### src/rtl/osc_pkg.sv
// ----------------------------------------------------------------------------
// osc_pkg
// Shared definitions for the oscilloscope capture path.
//   state_t      : capture controller state encoding (IDLE/ARMED/CAPTURE/DONE)
//   EDGE_*       : trigger edge selection values
//   MODE_*       : trigger mode selection values
// ----------------------------------------------------------------------------
package osc_pkg;

  typedef enum logic [1:0] {
    ST_IDLE    = 2'd0,
    ST_ARMED   = 2'd1,
    ST_CAPTURE = 2'd2,
    ST_DONE    = 2'd3
  } state_t;

  localparam logic EDGE_RISING  = 1'b0;
  localparam logic EDGE_FALLING = 1'b1;

  localparam logic MODE_NORMAL  = 1'b0;
  localparam logic MODE_AUTO    = 1'b1;

endpackage

### src/rtl/capture_trigger_detect.sv
// ----------------------------------------------------------------------------
// capture_trigger_detect
// Remembers the previously accepted sample and flags a threshold crossing
// between it and the current sample.
// Ports:
//   clk, rst_n     : clock, asynchronous active-low reset
//   clear          : forget the previous sample (new arm)
//   accept         : current sample is an accepted (decimated) sample
//   sample         : current sample
//   level          : trigger threshold (unsigned)
//   edge_sel       : EDGE_RISING / EDGE_FALLING
//   hit            : combinational; crossing between prev and sample
//                    (only meaningful together with accept)
// ----------------------------------------------------------------------------
module capture_trigger_detect
  import osc_pkg::*;
#(
  parameter int DATA_SIZE = 12
) (
  input  logic                 clk,
  input  logic                 rst_n,
  input  logic                 clear,
  input  logic                 accept,
  input  logic [DATA_SIZE-1:0] sample,
  input  logic [DATA_SIZE-1:0] level,
  input  logic                 edge_sel,
  output logic                 hit
);

  logic [DATA_SIZE-1:0] prev;
  logic                 prev_valid;

  // Unsigned crossing test between two consecutive accepted samples.
  function automatic logic crossed(input logic [DATA_SIZE-1:0] p,
                                   input logic [DATA_SIZE-1:0] c,
                                   input logic [DATA_SIZE-1:0] lvl,
                                   input logic                 falling);
    if (falling == EDGE_FALLING) begin
      return (p > lvl) && (c <= lvl);
    end
    return (p < lvl) && (c >= lvl);
  endfunction

  assign hit = prev_valid && crossed(prev, sample, level, edge_sel);

  always_ff @(posedge clk or negedge rst_n) begin
    if (!rst_n) begin
      prev       <= '0;
      prev_valid <= 1'b0;
    end else if (clear) begin
      prev       <= '0;
      prev_valid <= 1'b0;
    end else if (accept) begin
      prev       <= sample;
      prev_valid <= 1'b1;
    end
  end

endmodule

### src/rtl/capture_controller.sv
// ----------------------------------------------------------------------------
// capture_controller
// Sequences ADC capture into the sample FIFO: arm, decimate, detect trigger,
// record RECORD_LEN samples (trigger sample included), then report done.
// Ports:
//   clk_i, rst_i        : clock, asynchronous active-low reset
//   adc_data_i/valid_i  : ADC sample stream
//   arm_i, abort_i      : one-cycle command pulses (abort has priority)
//   trig_level_i        : trigger threshold (unsigned)
//   trig_edge_i         : 0 rising, 1 falling
//   trig_auto_i         : 1 = timeout forces a trigger
//   decim_i             : keep one of every decim_i+1 valid samples
//   fifo_full_i         : sample FIFO full
//   fifo_data_o/_write_en_o : registered FIFO write port
//   busy_o, triggered_o, done_o : registered state indications
//   overflow_o          : sticky, a record sample was dropped on FIFO full
// ----------------------------------------------------------------------------
module capture_controller
  import osc_pkg::*;
#(
  parameter int DATA_SIZE    = 12,
  parameter int RECORD_LEN   = 1024,
  parameter int AUTO_TIMEOUT = 4096,
  parameter int DECIM_WIDTH  = 8
) (
  input  logic                   clk_i,
  input  logic                   rst_i,
  input  logic [DATA_SIZE-1:0]   adc_data_i,
  input  logic                   adc_valid_i,
  input  logic                   arm_i,
  input  logic                   abort_i,
  input  logic [DATA_SIZE-1:0]   trig_level_i,
  input  logic                   trig_edge_i,
  input  logic                   trig_auto_i,
  input  logic [DECIM_WIDTH-1:0] decim_i,
  input  logic                   fifo_full_i,
  output logic [DATA_SIZE-1:0]   fifo_data_o,
  output logic                   fifo_write_en_o,
  output logic                   busy_o,
  output logic                   triggered_o,
  output logic                   done_o,
  output logic                   overflow_o
);

  localparam int REC_W = $clog2(RECORD_LEN + 1);
  localparam int TMO_W = $clog2(AUTO_TIMEOUT + 1);
  localparam logic [REC_W-1:0] REC_LAST = REC_W'(RECORD_LEN);
  localparam logic [TMO_W-1:0] TMO_LAST = TMO_W'(AUTO_TIMEOUT - 1);

  state_t                 state;
  logic [DATA_SIZE-1:0]   level_q;
  logic                   edge_q;
  logic                   auto_q;
  logic [DECIM_WIDTH-1:0] decim_q;
  logic [DECIM_WIDTH-1:0] dec_cnt;
  logic [TMO_W-1:0]       tmo_cnt;
  logic [REC_W-1:0]       rec_cnt;

  logic             active;
  logic             accept;
  logic             start;
  logic             hit;
  logic             force_trig;
  logic             fire;
  logic             rec_take;
  logic [REC_W-1:0] rec_next;
  logic             rec_last;

  assign active     = (state == ST_ARMED) || (state == ST_CAPTURE);
  assign accept     = active && adc_valid_i && (dec_cnt == '0);
  // Arm only takes effect from an idle-ish state and never alongside abort.
  assign start      = arm_i && !abort_i && ((state == ST_IDLE) || (state == ST_DONE));
  assign force_trig = (auto_q == MODE_AUTO) && (tmo_cnt == TMO_LAST);
  assign fire       = accept && (state == ST_ARMED) && (hit || force_trig);
  // A record sample is either the trigger sample or any accepted sample while
  // capturing; both share the write / count / completion path below.
  assign rec_take   = fire || (accept && (state == ST_CAPTURE));
  assign rec_next   = (state == ST_ARMED) ? REC_W'(1) : rec_cnt + REC_W'(1);
  assign rec_last   = (rec_next == REC_LAST);

  capture_trigger_detect #(
    .DATA_SIZE (DATA_SIZE)
  ) u_trig (
    .clk      (clk_i),
    .rst_n    (rst_i),
    .clear    (start),
    .accept   (accept),
    .sample   (adc_data_i),
    .level    (level_q),
    .edge_sel (edge_q),
    .hit      (hit)
  );

  always_ff @(posedge clk_i or negedge rst_i) begin
    if (!rst_i) begin
      state           <= ST_IDLE;
      level_q         <= '0;
      edge_q          <= EDGE_RISING;
      auto_q          <= MODE_NORMAL;
      decim_q         <= '0;
      dec_cnt         <= '0;
      tmo_cnt         <= '0;
      rec_cnt         <= '0;
      fifo_data_o     <= '0;
      fifo_write_en_o <= 1'b0;
      busy_o          <= 1'b0;
      triggered_o     <= 1'b0;
      done_o          <= 1'b0;
      overflow_o      <= 1'b0;
    end else begin
      fifo_write_en_o <= 1'b0;

      if (abort_i) begin
        state       <= ST_IDLE;
        busy_o      <= 1'b0;
        triggered_o <= 1'b0;
        done_o      <= 1'b0;
      end else if (start) begin
        state       <= ST_ARMED;
        level_q     <= trig_level_i;
        edge_q      <= trig_edge_i;
        auto_q      <= trig_auto_i;
        decim_q     <= decim_i;
        dec_cnt     <= '0;
        tmo_cnt     <= '0;
        rec_cnt     <= '0;
        overflow_o  <= 1'b0;
        busy_o      <= 1'b1;
        triggered_o <= 1'b0;
        done_o      <= 1'b0;
      end else begin
        // Decimation: reload on accept, count down on other valid samples.
        if (active && adc_valid_i) begin
          dec_cnt <= accept ? decim_q : dec_cnt - DECIM_WIDTH'(1);
        end

        if (accept && (state == ST_ARMED) && !fire && (auto_q == MODE_AUTO)) begin
          tmo_cnt <= tmo_cnt + TMO_W'(1);
        end

        if (rec_take) begin
          // Dropped samples still count so the record stays time-aligned.
          if (fifo_full_i) begin
            overflow_o <= 1'b1;
          end else begin
            fifo_write_en_o <= 1'b1;
            fifo_data_o     <= adc_data_i;
          end
          rec_cnt     <= rec_next;
          triggered_o <= 1'b1;
          if (rec_last) begin
            state  <= ST_DONE;
            busy_o <= 1'b0;
            done_o <= 1'b1;
          end else begin
            state  <= ST_CAPTURE;
            busy_o <= 1'b1;
            done_o <= 1'b0;
          end
        end
      end
    end
  end

endmodule

### config.mk
export PLATFORM = sky130hd
export DESIGN_NAME = capture_controller
export DESIGN_NICKNAME = d
export VERILOG_FILES = /design/src/rtl/osc_pkg.sv /design/src/rtl/capture_trigger_detect.sv /design/src/rtl/capture_controller.sv
export SDC_FILE = /design/constraint.sdc
export NUM_CORES = 1
export LEC_CHECK = 0
export ABC_AREA = 0
export CAP_MARGIN = 20
export CORE_UTILIZATION = 30
export CTS_CLUSTER_SIZE = 40
export DETAILED_ROUTE_END_ITERATION = 12
export PLACE_DENSITY = 0.44
export SLEW_MARGIN = 20
export SYNTH_ARGS = -nofsm -noshare
export SYNTH_HDL_FRONTEND = slang
export SYNTH_SLANG_ARGS = --single-unit
### constraint.sdc
create_clock -name clk_i -period 5.9 [get_ports clk_i]
set_input_delay 1.18 -clock clk_i [delete_from_list [all_inputs] [get_ports clk_i]]
set_output_delay 1.18 -clock clk_i [all_outputs]
set_load 0.005 [all_outputs]
# Word level (Yosys, flattened, before mapping)

Index checks and enable logic that the tools add are counted.

Flip-flop bits (word level): 86
Input bits: 40
Word-level logic and storage cells: 101

$add $sub $neg: 3
Order comparisons: 4
Eq/ne operators: 5
Muxes and demuxes: 37
Bitwise gates (word level): 3
Reduce and logical (&&, ||, !) cells: 33

Operators with widths:

| operator                                                           | count |
|---|---|
| 11-bit two-way mux                                                 | 3 |
| 13-bit two-way mux                                                 | 2 |
| 1-bit two-way mux                                                  | 24 |
| 12-bit two-way mux                                                 | 2 |
| 8-bit two-way mux                                                  | 3 |
| 13-bit by 1-bit adder with 13-bit output, second input constant    | 1 |
| 13-bit by 12-bit == test with 1-bit output, second input constant  | 1 |
| 1-bit logical AND                                                  | 13 |
| 12-bit >= comparator                                               | 1 |
| 12-bit > comparator                                                | 1 |
| 12-bit less-or-equal comparator                                    | 1 |
| 12-bit < comparator                                                | 1 |
| 11-bit by 1-bit adder with 11-bit output, second input constant    | 1 |
| 11-bit == test, second input constant                              | 1 |
| 2-bit nonzero test                                                 | 5 |
| 8-bit logical NOT                                                  | 1 |
| 2-bit AND reduction                                                | 4 |
| 8-bit by 1-bit subtractor with 8-bit output, second input constant | 1 |
| 2-bit two-way mux                                                  | 3 |
| 2-bit == test, second input constant                               | 2 |
| 1-bit logical OR                                                   | 4 |
| 4-bit AND reduction                                                | 1 |
| 1-bit NOT                                                          | 3 |
| 3-bit AND reduction                                                | 1 |
| 4 further kinds                                                    | 5 |

# Longest topological paths before layout

Depth in word-level cells: 12
Mapped depth: 11
Gate-level depth less buffers: 9

# Cells and area by module

From an unflattened synthesis, not the netlist that was laid out.

Cells, all modules: 507
Area, all modules: 4797.1 um^2

Modules (own cells, without submodules):

| module                 | times used | cells an instance | area each (um^2) | seq. area each (um^2) |
|---|---|---|---|---|
| capture_controller     | 1          | 390               | 3668.5           | 1801.7 |
| capture_trigger_detect | 1          | 117               | 1128.6           | 325.3 |

# Worst setup path after synthesis

OpenSTA, ideal clock, no wires.

Kind: input port to flip-flop
From: input port adc_data_i[6]
To: register fifo_data_o[0]
Data arrival time: 3.145 ns
Required time: 5.775 ns
Setup slack: 2.630 ns
Cell stages on the path: 9
Cell sequence: ha_1 > a21o_1 > a221o_1 > nand2_1 > and3_1 > o221ai_1 > a211oi_4 > buf_12 > mux2_4

Longest elaborated chain between the ends: 9
Elaborated cells on any way between the ends: 11
Those cells by class: order compare (2); mux (2); reduce/logical (7)

RTL lines:

| element                                  | line                         | text |
|---|---|---|
| start, declared                          | capture_controller.sv:28     | `input logic [DATA_SIZE-1:0] adc_data_i,` |
| 12-bit less-or-equal comparator          | capture_trigger_detect.sv:39 | `return (p > lvl) && (c <= lvl);` |
| 1-bit logical AND                        | capture_trigger_detect.sv:39 |  |
| 1-bit two-way mux                        | capture_trigger_detect.sv:38 | `if (falling == EDGE_FALLING) begin` |
| 1-bit two-way mux (*)                    | capture_trigger_detect.sv:41 | `return (p < lvl) && (c >= lvl);` |
| 1-bit logical AND (*)                    | capture_trigger_detect.sv:44 | `assign hit = prev_valid && crossed(prev, sample, level, edge_sel);` |
| 1-bit logical OR (*)                     | capture_controller.sv:74     | `assign fire = accept && (state == ST_ARMED) && (hit \|\| force_trig);` |
| 1-bit logical AND (*)                    | capture_controller.sv:74     |  |
| 1-bit logical OR (*)                     | capture_controller.sv:77     | `assign rec_take = fire \|\| (accept && (state == ST_CAPTURE));` |
| 4-bit AND reduction (no source line) (*) | -                            |  |
| end signal, assigned                     | capture_controller.sv:147    | `fifo_data_o <= adc_data_i;` |
| end, declared                            | capture_controller.sv:37     | `output logic [DATA_SIZE-1:0] fifo_data_o,` |

Mark *: on every way between the ends. The rest lies on a longest branch, timed or not. The select of a mux whose other input is x is not followed.
A chain may end at the register's enable or synchronous reset.

# Final worst setup path

From: input port adc_data_i[6]
To: register fifo_data_o[9]

Same word-level chain as after synthesis.

==> impl_metrics.tcl <==
set metrics [dict create \
    synthTopCellsByCount "nand2_1 (106), dfrtp_1 (85), o21ai_0 (38), ha_1 (29), nand3_1 (29)" \
    insertion_delay_ns 0.35 \
    reg2reg_from "level_q[1]" \
    synth_edf_count 0 \
    hold_buffers 0 \
    worst_setup_path_end_kind "flop" \
    slew_headroom_pct 33.8 \
    place_area_mm2 0.00552 \
    arrival_ns 4.37 \
    pwr-share-clk_pct 33.9 \
    die_h_um 128 \
    post-route-period-util_pct 70.1 \
    r2r-end "fifo_data_o[9]" \
    cp.required_ns 6.13 \
    design.core.area_mm2 0.0154 \
    hold-path-endpoint "decim_q[3]" \
    area_growth_pct 22.2 \
    ys_seq_area_share_pct 44.7 \
    pwr-share-comb_pct 24.6 \
    syn-num-nets 586 \
    p_int_mw 1.20 \
    netlist_area_mm2 0.00476 \
    start_util_pct 31.0 \
    synth_top_cells_by_area "dfrtp_1 (45%), nand2_1 (8.4%), ha_1 (7.6%)" \
    cts_resized 0 \
    design_area_mm2 0.00582 \
    syn_avg_cell_area_um2 9.21 \
    antenna_found_initial 0 \
    crit_path_max_fanout 20 \
    die-area_mm2 0.0164 \
    r2r_setup_slack_ns 2.33 \
    cts_root_buffer "clkbuf_16" \
    seqPwrFrac_pct 41.5 \
    antenna_left 0 \
    tightest_slew_ns 0.990 \
    ys_ff_latch 85 \
    avgViaCountPerCell 4.98 \
    post-route-drc-count 0 \
    place.port_buffers 56 \
    synth_top_area_cell "dfrtp_1" \
    hold_viol 0 \
    p_per_area_mw_per_mm2 298 \
    status "finished clean" \
    core.rowCount 45 \
    drv_cap 0 \
    setup_viol 0 \
    grt_pass1_wl_mm 20.5 \
    grt_pass1_vias 3963 \
    place_ws_ns 1.36 \
    synth_top_area_share_pct 44.7 \
    swShare_pct 30.7 \
    vias 3872 \
    first_pass_iters 6 \
    ys_async_sr_fraction_pct 100 \
    htreeDepth 3 \
    timing.fmax_mhz 242 \
    ff2ff_path_depth 9 \
    synthDistinctLibCells 54 \
    clk_pin_slew_worst_paths_ns 0.06 \
    final.setup_skew_ns 0.00713 \
    post_route_cells_drive_above_1_share_pct 8.82 \
    wl_mm 12.1 \
    critPathKind "input port to flop" \
    cts_max_path_buffers 2 \
    whs_path_depth 2 \
    hp-class "flop to flop" \
    power_mw 1.73 \
    hp-start "decim_q[3]" \
    ioPinCount 57 \
    min_period_ns 4.14 \
    wl_per_cell_um 15.5 \
    nNetsFinal 632 \
    dp_hpwl_mm 8.47 \
    gp_congestion 0.784 \
    synthFlopType "dfrtp_1" \
    fin_ws_ns 1.76 \
    cts_tree "built" \
    worstSetupStartpointType "input port" \
    die_w_um 128 \
    yosysMostFrequentCell "nand2_1" \
    fin_setup_tns_ns 0 \
    cts.sinks 85 \
    p_sw_mw 0.532 \
    rsz0062_at_grt "no" \
    yosysWarnings 0 \
    numCtsBuffers 9 \
    antenna_cells 0 \
    dr.first_iter.drc_count 155 \
    ir_worst_vdd_uv 142 \
    fillers 1572 \
    grt_usage_pct 16.2 \
    final_max_slew_viol_count 0 \
    grt_start_max_net_pins 46 \
    grt-ovfl-total 0 \
    postSynthCellCount 517 \
    post_cts_buffers 0 \
    p_leak_nw 2.65 \
]
[sequential cells by signal, indices dropped and copies added (netlist names)]
| register | cells |
|---|---|
| tmo_cnt | 13 |
| done_o | 1 |
| dec_cnt | 8 |
| level_q | 12 |
| decim_q | 8 |
| auto_q | 1 |
| overflow_o | 1 |
| rec_cnt | 11 |
| state | 1 |
| u_trig.prev | 12 |
| fifo_data_o | 12 |
| fifo_write_en_o | 1 |
| busy_o | 1 |
| edge_q | 1 |
| triggered_o | 1 |
| u_trig.prev_valid | 1 |
[cells in the final DEF (no fill, tap or decap), types with 9 or more instances in the layout]
| master | count |
|---|---|
| nand3_1 | 29 |
| ha_1 | 29 |
| a31oi_1 | 16 |
| clkdlybuf4s50_1 | 55 |
| nor2_1 | 25 |
| o21ai_0 | 38 |
| mux2_4 | 9 |
| clkbuf_16 | 9 |
| nand2_1 | 106 |
| and3_1 | 9 |
| dfrtp_1 | 85 |
| nor3_1 | 18 |
| a21oi_1 | 12 |
| inv_1 | 23 |
[power groups by stage]
| stage | clock network [mW] | registers [mW] | logic [mW] |
|---|---|---|---|
| after floorplan | 0 | 0.715 | 0.298 |
| after global placement | 0 | 0.729 | 0.429 |
| final | 0.587 | 0.720 | 0.426 |
| after global routing | 0.629 | 0.732 | 0.491 |
| after CTS | 0.605 | 0.720 | 0.435 |
| after detailed placement | 0 | 0.729 | 0.432 |
[worst max path at each step]
stage / startpoint / cells after the start / to
final: adc_data_i[6] / 10 / fifo_data_o[9]
after global routing: adc_data_i[6] / 10 / fifo_data_o[9]
after global placement: adc_data_i[6] / 10 / fifo_data_o[7]
after CTS: adc_data_i[6] / 10 / fifo_data_o[9]
after detailed placement: adc_data_i[6] / 10 / fifo_data_o[9]
after floorplan: adc_data_i[6] / 9 / fifo_data_o[0]
[cells by family after synthesis]
kind of cell	synth area share (%)
AOI/OAI and AO/OA	14.2
xor gates and xnor gates	0.736
adders and majority gates	7.62
buffers and inverters	4.44
DFF	44.7
muxes	5.47
and+or+nand+nor	22.8
[metal layers]
metal / share of wire (%) / GRT usage, %
met2: 46 / 26.6
met1: 50 / 21.4
met3: 3.2 / 4.09
met4: 0.72 / 3.74
met5: 0 / 0
[area by class of cell]
cell class	count	area [um^2]	area share (%)
clock buffer	11	253	4.34
clock inverter	4	47.5	0.817
inverter	23	86.3	1.48
multi-input combinational	381	2430	41.8
sequential	85	2130	36.6
tap	211	264	4.54
timing repair buffer	63	611	10.5
[critical path, cell delays in order]
cell,delay [ns]
clkdlybuf4s50_1,0.45
ha_1,0.33
a21o_1,0.18
a221o_1,0.34
nand2_1,0.10
and3_1,0.15
o221ai_1,0.11
buf_4,0.24
a211oi_4,0.86
mux2_2,0.42
[per-stage QoR]
| stage | utilization [%] | hold slack, ns | instances |
|---|---|---|---|
| global route | 37.9 | 0.501 | 778 |
| global placement | 35.9 | 0.467 | 763 |
| finish | 37.9 | 0.476 | 778 |
| CTS | 37.9 | 0.479 | 778 |
| floorplan | - | 0.439 | 517 |
| detailed placement | 35.9 | 0.464 | 763 |
Note: power is estimated with default switching activity, not from simulation.
